[src/rtl/sha256_block_engine.sv]
// sha256_block_engine: iterative SHA-256 compression with block chaining and optional SHA-256d
package sha256_constants;
    localparam logic [31:0] h_constants [8] = '{
        32'h6a09e667, 32'hbb67ae85, 32'h3c6ef372, 32'ha54ff53a,
        32'h510e527f, 32'h9b05688c, 32'h1f83d9ab, 32'h5be0cd19
    };
    localparam logic [31:0] k_constants [64] = '{
        32'h428a2f98, 32'h71374491, 32'hb5c0fbcf, 32'he9b5dba5, 32'h3956c25b, 32'h59f111f1, 32'h923f82a4, 32'hab1c5ed5,
        32'hd807aa98, 32'h12835b01, 32'h243185be, 32'h550c7dc3, 32'h72be5d74, 32'h80deb1fe, 32'h9bdc06a7, 32'hc19bf174,
        32'he49b69c1, 32'hefbe4786, 32'h0fc19dc6, 32'h240ca1cc, 32'h2de92c6f, 32'h4a7484aa, 32'h5cb0a9dc, 32'h76f988da,
        32'h983e5152, 32'ha831c66d, 32'hb00327c8, 32'hbf597fc7, 32'hc6e00bf3, 32'hd5a79147, 32'h06ca6351, 32'h14292967,
        32'h27b70a85, 32'h2e1b2138, 32'h4d2c6dfc, 32'h53380d13, 32'h650a7354, 32'h766a0abb, 32'h81c2c92e, 32'h92722c85,
        32'ha2bfe8a1, 32'ha81a664b, 32'hc24b8b70, 32'hc76c51a3, 32'hd192e819, 32'hd6990624, 32'hf40e3585, 32'h106aa070,
        32'h19a4c116, 32'h1e376c08, 32'h2748774c, 32'h34b0bcb5, 32'h391c0cb3, 32'h4ed8aa4a, 32'h5b9cca4f, 32'h682e6ff3,
        32'h748f82ee, 32'h78a5636f, 32'h84c87814, 32'h8cc70208, 32'h90befffa, 32'ha4506ceb, 32'hbef9a3f7, 32'hc67178f2
    };
endpackage

module sha256_block_engine
    import sha256_constants::*;
#(
    parameter int ROUNDS_PER_CYCLE = 1,
    parameter bit DOUBLE_HASH = 1'b0
) (
    input  logic         clk,
    input  logic         rst_n,
    input  logic         blk_valid,
    output logic         blk_ready,
    input  logic [511:0] blk_data,
    input  logic         blk_last,
    output logic         dig_valid,
    input  logic         dig_ready,
    output logic [255:0] dig_data,
    output logic         busy
);
    localparam int N = 64 / ROUNDS_PER_CYCLE;

    if (ROUNDS_PER_CYCLE != 1 && ROUNDS_PER_CYCLE != 2 && ROUNDS_PER_CYCLE != 4 && ROUNDS_PER_CYCLE != 8) begin : g_bad_rpc
        $fatal(1, "sha256_block_engine: ROUNDS_PER_CYCLE must be 1, 2, 4 or 8");
    end

    typedef enum logic [2:0] {IDLE, ROUND, UPDATE, WAIT_BLK, DONE} state_t;

    state_t      st, st_nxt;
    logic [31:0] win [16];
    logic [31:0] wn [16];
    logic [31:0] v [8];
    logic [31:0] vn [8];
    logic [31:0] hh [8];
    logic [31:0] hn [8];
    logic [31:0] t1, t2, nw;
    logic [5:0]  cnt, ki;
    logic        last, pass;

    function automatic logic [31:0] rotr(input logic [31:0] x, input int n);
        return (x >> n) | (x << (32 - n));
    endfunction

    assign blk_ready = (st == IDLE) || (st == WAIT_BLK);
    assign dig_valid = (st == DONE);
    assign busy      = (st != IDLE);

    always_comb begin
        st_nxt = st;
        unique case (st)
            IDLE, WAIT_BLK: st_nxt = blk_valid ? ROUND : st;
            ROUND:          st_nxt = (cnt == 6'(N - 1)) ? UPDATE : ROUND;
            UPDATE:         st_nxt = !last ? WAIT_BLK : (!DOUBLE_HASH || pass) ? DONE : ROUND;
            DONE:           st_nxt = dig_ready ? IDLE : DONE;
            default:        st_nxt = IDLE;
        endcase
    end

    always_ff @(posedge clk or negedge rst_n) begin
        if (!rst_n) st <= IDLE;
        else        st <= st_nxt;
    end

    // Window slot 0 always holds W[t]; each round appends W[t+16] at slot 15
    always_comb begin
        wn = win;
        vn = v;
        t1 = '0;
        t2 = '0;
        nw = '0;
        ki = '0;
        for (int i = 0; i < ROUNDS_PER_CYCLE; i++) begin
            ki = 6'(int'(cnt) * ROUNDS_PER_CYCLE + i);
            t1 = vn[7] + (rotr(vn[4], 6) ^ rotr(vn[4], 11) ^ rotr(vn[4], 25))
               + ((vn[4] & vn[5]) ^ (~vn[4] & vn[6])) + k_constants[ki] + wn[0];
            t2 = (rotr(vn[0], 2) ^ rotr(vn[0], 13) ^ rotr(vn[0], 22))
               + ((vn[0] & vn[1]) ^ (vn[0] & vn[2]) ^ (vn[1] & vn[2]));
            nw = (rotr(wn[14], 17) ^ rotr(wn[14], 19) ^ (wn[14] >> 10)) + wn[9]
               + (rotr(wn[1], 7) ^ rotr(wn[1], 18) ^ (wn[1] >> 3)) + wn[0];
            for (int j = 7; j > 0; j--) vn[j] = vn[j-1];
            vn[4] = vn[4] + t1;
            vn[0] = t1 + t2;
            for (int j = 0; j < 15; j++) wn[j] = wn[j+1];
            wn[15] = nw;
        end
    end

    always_comb begin
        for (int i = 0; i < 8; i++) hn[i] = hh[i] + v[i];
    end

    always_ff @(posedge clk or negedge rst_n) begin
        if (!rst_n) begin
            cnt      <= '0;
            last     <= 1'b0;
            pass     <= 1'b0;
            dig_data <= '0;
            hh       <= h_constants;
            v        <= h_constants;
            win      <= '{default: '0};
        end else begin
            unique case (st)
                IDLE, WAIT_BLK: if (blk_valid) begin
                    for (int j = 0; j < 16; j++) win[j] <= blk_data[511 - 32*j -: 32];
                    v    <= hh;  // hh is the IV whenever the engine sits in IDLE
                    last <= blk_last;
                    cnt  <= '0;
                end
                ROUND: begin
                    win <= wn;
                    v   <= vn;
                    cnt <= cnt + 6'd1;
                end
                UPDATE: if (!last || !DOUBLE_HASH || pass) begin
                    hh <= hn;
                    if (last) for (int i = 0; i < 8; i++) dig_data[255 - 32*i -: 32] <= hn[i];
                end else begin
                    // Second pass: the 256-bit digest padded as a one-block message
                    pass <= 1'b1;
                    hh   <= h_constants;
                    v    <= h_constants;
                    cnt  <= '0;
                    for (int j = 0; j < 8; j++) win[j] <= hn[j];
                    win[8] <= 32'h80000000;
                    for (int j = 9; j < 15; j++) win[j] <= '0;
                    win[15] <= 32'h00000100;
                end
                DONE: if (dig_ready) begin
                    hh   <= h_constants;
                    pass <= 1'b0;
                end
                default: ;
            endcase
        end
    end
endmodule

[config.mk]
export PLATFORM = sky130hd
export DESIGN_NAME = sha256_block_engine
export DESIGN_NICKNAME = d
export VERILOG_FILES = /design/src/rtl/sha256_block_engine.sv
export SDC_FILE = /design/constraint.sdc
export NUM_CORES = 2
export LEC_CHECK = 0
export CAP_MARGIN = 20
export CORE_MARGIN = 2
export CORE_UTILIZATION = 58
export DETAILED_ROUTE_END_ITERATION = 10
export PLACE_DENSITY_LB_ADDON = 0.3
export RECOVER_POWER = 25
export SYNTH_ARGS = -nofsm -noshare
export SYNTH_HDL_FRONTEND = slang
export SYNTH_SLANG_ARGS = --single-unit
export TNS_END_PERCENT = 1
[constraint.sdc]
create_clock -name clk -period 22.5 [get_ports clk]
set_input_delay 4.5 -clock clk [delete_from_list [all_inputs] [get_ports clk]]
set_output_delay 4.5 -clock clk [all_outputs]
set_load 0.02 [all_outputs]
## Yosys cells after proc, flatten, opt, wreduce, memory -nomap -nowiden

Memory sizes are Yosys's and may differ from the RTL's.
Cells that the tools add are included.

| operators by class | value |
|---|---|
| add/sub/neg operators | 19 |
| multipliers | 0 |
| div/mod/pow operators | 0 |
| magnitude comparators | 1 |
| equal/unequal tests | 7 |
| shift-type cells | 0 |
| mux-type cells | 15 |
| bitwise operators | 28 |
| reduce and logical (&&, ||, !) cells | 10 |

Operators with widths:

| operator | count |
|---|---|
| 256-bit case mux with 2 select lines | 2 |
| 512-bit case mux with 2 select lines | 1 |
| 32-bit adder | 18 |
| 256-bit two-way mux | 2 |
| 512-bit two-way mux | 1 |
| 32-bit XOR | 9 |
| 32-bit AND | 5 |
| 32-bit two-way mux | 2 |
| 32-bit inverter | 1 |
| 10-bit by 32-bit bitwise OR with 32-bit output | 1 |
| 13-bit by 32-bit bitwise OR with 32-bit output | 1 |
| 14-bit by 32-bit bitwise OR with 32-bit output | 1 |
| 15-bit by 32-bit bitwise OR with 32-bit output | 1 |
| 19-bit by 32-bit bitwise OR with 32-bit output | 1 |
| 21-bit by 32-bit bitwise OR with 32-bit output | 1 |
| 25-bit by 32-bit bitwise OR with 32-bit output | 1 |
| 26-bit by 32-bit bitwise OR with 32-bit output | 1 |
| 30-bit by 32-bit bitwise OR with 32-bit output | 1 |
| 7-bit by 32-bit bitwise OR with 32-bit output | 1 |
| 32-bit by 22-bit XOR with 32-bit output | 1 |
| 32-bit by 29-bit XOR with 32-bit output | 1 |
| 3-bit case mux with 4 select lines | 1 |
| 6-bit case mux with 2 select lines | 1 |
| 3-bit two-way mux | 3 |
| 17 further kinds | 22 |

| word-level totals | value |
|---|---|
| register bits | 1,290 |
| bits in latches | 0 |
| bits in writable memories | 0 |
| bits in read-only memories | 2,048 |
| input bits | 517 |
| logic and storage cells | 117 |
| memories | 1 |

Memories:

| name | words | width | read ports | clocked after Yosys merged registers in | write ports | RTL line | text |
|---|---|---|---|---|---|---|---|
| (no name shown) | 64 | 32 | 1 | 0 | 0 | 90 | `+ ((vn[4] & vn[5]) ^ (~vn[4] & vn[6])) + k_constants[ki] + wn[0];` |

## Longest topological paths before layout

| depth | value |
|---|---|
| word-level depth | 9 |
| depth in mapped cells | 40 |

## Least setup slack after synthesis

OpenSTA, ideal clock, no wires.

| timing path | value |
|---|---|
| path type | reg2reg |
| start point | register cnt[2] |
| end point | register v[255] in the netlist's numbering |
| setup time | 0.131 ns |
| arrival time | 8.163 ns |
| data required time | 22.369 ns |
| setup slack | 14.206 ns |
| stages on the path, launching flop included | 37 |
| buffers on the path | 3 |
| clock period less this slack | 8.294 ns |
| path through | dfrtp_1 clkbuf_1 inv_1 clkbuf_1 buf_1 ha_1 nor2b_1 a21oi_1 mux4_2 fa_1 inv_1 ha_1 a21o_1 a21o_1 a21oi_1 o21ai_1 a31oi_1 o21ai_1 o31ai_1 nand2_1 a21oi_1 xnor2_1 inv_1 fa_1 inv_1 ha_1 a21oi_1 nor2_1 a211oi_1 o21ai_0 a21o_1 a221o_1 and2_1 o41a_1 a211oi_2 xnor2_1 o21ai_1 |

| on the way | value |
|---|---|
| cells in the longest elaborated chain, start to end | 8 |

Ends and longest elaborated chain:

| item | RTL line | text |
|---|---|---|
| from (decl) | 52 | `logic [5:0] cnt, ki;` |
| from (signal assigned) | 127 | `cnt <= cnt + 6'd1;` |
| 6-bit inverter with 7-bit output (not written as such) | 90 |  |
| memory read 64 x 32 bit | n/a |  |
| 32-bit two-way mux (not written as such) (2 in a row) | 90 |  |
| 32-bit adder (2 in a row) | 90 |  |
| 32-bit adder | 97 | `vn[0] = t1 + t2;` |
| 256-bit case mux with 2 select lines | 117 | `unique case (st)` |
| to (signal assigned) | 114 | `v <= h_constants;` |
| to (signal assigned) | 120 | `v <= hh;` |
| to (signal assigned) | 126 | `v <= vn;` |
| to (decl) | 47 | `logic [31:0] v [8];` |

Every way passes these cells. The select of a mux whose other input is x is not followed.
A chain may end at the register's enable or synchronous reset.

==> qor.yml <==
outcome:
  status: "finished, violations left"
  violations: "max-capacitance violations, max-slew violations"
detailed_routing:
  vias_per_cell: 6.28
  vias: 75500
  dr.pass1.iters: 9
  wirelength_mm: 310
  drt_iter0_drc: 9786
  drc: 0
  wl_per_cell_um: 25.8
  antenna_left: 0
clocking:
  cts.sinks: 1290
  cts_tree: "done"
  cts_buffers: 140
  clock_latency_ns: 0.82
  ctsResizeCount: 0
  ctsLongestPathBuffers: 3
  clockRootBuffer: "clkbuf_16"
  hold_buffers: 0
  clk_pin_slew_ns: 0.05
  cts_setup_buffers: 0
  htreeDepth: 4
yosys:
  netlist_area_sq_mm: 0.0811
  ys_seq_area_share_pct: 40.2
  synthCells: 9641
  synth_enable_flop_cells: 0
  synth_warnings: 0
  async_flop_share_pct: 100
  syn_nets: 10800
  synthFlopType: "dfrtp_1"
  avgSynthCellArea_sq_um: 8.41
  ys_ff_latch: 1290
  ys_types: 88
die:
  core_sq_mm: 0.139
  rows: 137
  die_x_um: 378
  fp.dieH_um: 378
  ios: 776
  start_util_pct: 58.3
  die_area_sq_mm: 0.143
layout:
  fin_nets: 11100
  design_area_sq_mm: 0.0945
  drive_above_1_share_pct: 6.51
  syn_to_final_growth_pct: 16.5
sta:
  rsz0062_at_grt: "no"
  tightest_slew_ns: 7.89
  setup_viol: 0
  final.setup.tns_ns: 0
  period_minus_slack_ns: 13.92
  clock.fmax_ghz: 0.0718
  worst_slack_ns: 8.58
  finalCritPeriodShare_pct: 61.9
  clock_skew_ns: 0.0291
  hold_viol: 0
  drv_slew: 818
  holdWs_ns: 0.476
  slew_headroom_pct: -426
setup_path:
  crit_required_ns: 23.29
  reg2reg_setup_slack_ns: 12.25
  critPathArrivalTime_ns: 14.71
  r2r-start: "st[2]"
  critical_path.endpoint_type: "asynchronous set/reset pin"
  startpoint_type: "input pin"
  cp_max_fo: 141
  crit_type: "in -> async"
  critPathLaunch: "rst_n"
placement:
  gp_congestion: 1.04
  dp_hpwl_mm: 234
  dpl_cell_area_sq_mm: 0.0896
  post-place-ws_ns: 12.98
  port_buffers: 775
global_routing:
  grt_overflow_total: 0
  first_global_vias: 71300
  grt_max_degree: 260
  antenna_found_initial: 38
  grtUsageTotal_pct: 42.9
  grt_pass1_wl_mm: 455
job:
  maxCapViolations: 10
min_path:
  worstHoldStart: "dig_data[44]"
  min_path_type: "reg -> reg"
sequential cells by signal (all words and copies together) (netlist names):
name	flops
dig_data	256
cnt	6
hh	256
st	3
win	512
last	1
v	256
final timing paths:
kind / endpoint / cells after the start
max in group clk: dig_data[140] / 6
min in group asynchronous: dig_data[46] / 1
hold / removal: dig_data[44] / 2
setup reg to reg: dig_data[140] / 6
setup / recovery: win[31] / 4
hold reg to reg: dig_data[44] / 2
cells in the mapped netlist, drive strengths merged, types with 37 or more instances:
master     n  area, sq um
nand3     57          285
o21ai    664         3330
nor2b     48          300
nor3      67          335
o21bai    45          338
buf       38          145
o211ai    37          283
a211oi    42          325
dfrtp   1018        25500
xnor2    319         2790
dfstp    272         7150
a21o     189         1420
nor2    1030         3870
nand2   2024         7600
o21a      39          293
mux2      37          417
ha       395         4940
o22ai     57          357
clkbuf   595         2230
a21oi    512         2570
nand2b    52          325
xor2     273         2390
a31oi    726         4550
fa       197         3940
inv      488         1830
mux2i     42          420
area by class of cell:
cell class | instances | area (sq um)
Fill cell | 11200 | 44700
Multi-Input combinational cell | 7230 | 44300
Sequential cell | 1290 | 32600
Timing Repair Buffer | 852 | 8440
Clock buffer | 213 | 4170
Tap cell | 1876 | 2350
Inverter | 488 | 1830
Clock inverter | 47 | 702
Antenna cell | 34 | 85.1
metrics by stage:
| stage | utilization, % | cells |
|---|---|---|
| floorplan | - | 9641 |
| global placement | 64.3 | 11700 |
| detailed placement | 64.3 | 11700 |
| CTS | 67.8 | 12000 |
| global route | 67.9 | 12000 |
| finish | 67.9 | 12000 |
placed cells by master (no fill, tap or decap), types with 17 or more instances in the layout:
cell,synthesis,layout
dfstp_2,272,271
nand3_1,57,57
o21ai_1,19,17
clkdlybuf4s50_1,0,772
mux2_2,37,37
o21bai_1,45,45
dfrtp_1,1018,1015
nand2_1,2024,2022
a31oi_1,725,726
nand2b_1,52,52
o21ai_0,643,645
o31ai_1,19,19
a21oi_1,511,510
and2_1,19,19
a21o_1,189,189
clkbuf_1,595,45
xor2_1,273,273
o211ai_1,36,36
or3_1,29,28
ha_1,395,395
inv_1,488,488
nor3_1,67,66
nor2b_1,48,48
buf_4,0,60
o22ai_1,57,57
mux2i_1,42,42
clkbuf_16,0,143
nor2_1,1030,1030
and3_1,30,30
xnor2_1,319,319
fa_1,197,197
o21a_1,39,39
a211oi_1,40,40
clkbuf_8,0,33
nand4_1,20,20
diode_2,0,34
layer usage:
layer  routed length, um  GRT usage (%)  vias to the layer above
met4               21400           25.8                       10
met5                  69              0                        -
met1              120000           57.7                    36700
met3               35500           10.5                      897
li1                    -              -                    33500
met2              133000           62.9                     4496
logic make-up (layout without fill, tap and decap cells):
logic type | count (synthesis) | after routing | share of synthesized area (%)
buffers and inverters | 1121 | 1600 | 5.19
adder cells (fa/ha/maj) | 594 | 594 | 11.0
multiplexers | 85 | 85 | 1.20
AO/OA/AOI/OAI | 2531 | 2531 | 19.1
AND/OR/NAND/NOR | 3427 | 3427 | 16.9
other | 0 | 34 | 0
XOR/XNOR | 593 | 593 | 6.42
flip-flops | 1290 | 1290 | 40.2
critical path, stage by stage:
cell and delay (ns):
clkbuf_1 5.30, clkbuf_1 2.55, buf_4 1.04, buf_4 0.89
Power is left out: the tool's default activity adds up to more than one toggle a clock period on the data nets, which glitch-free logic cannot reach.
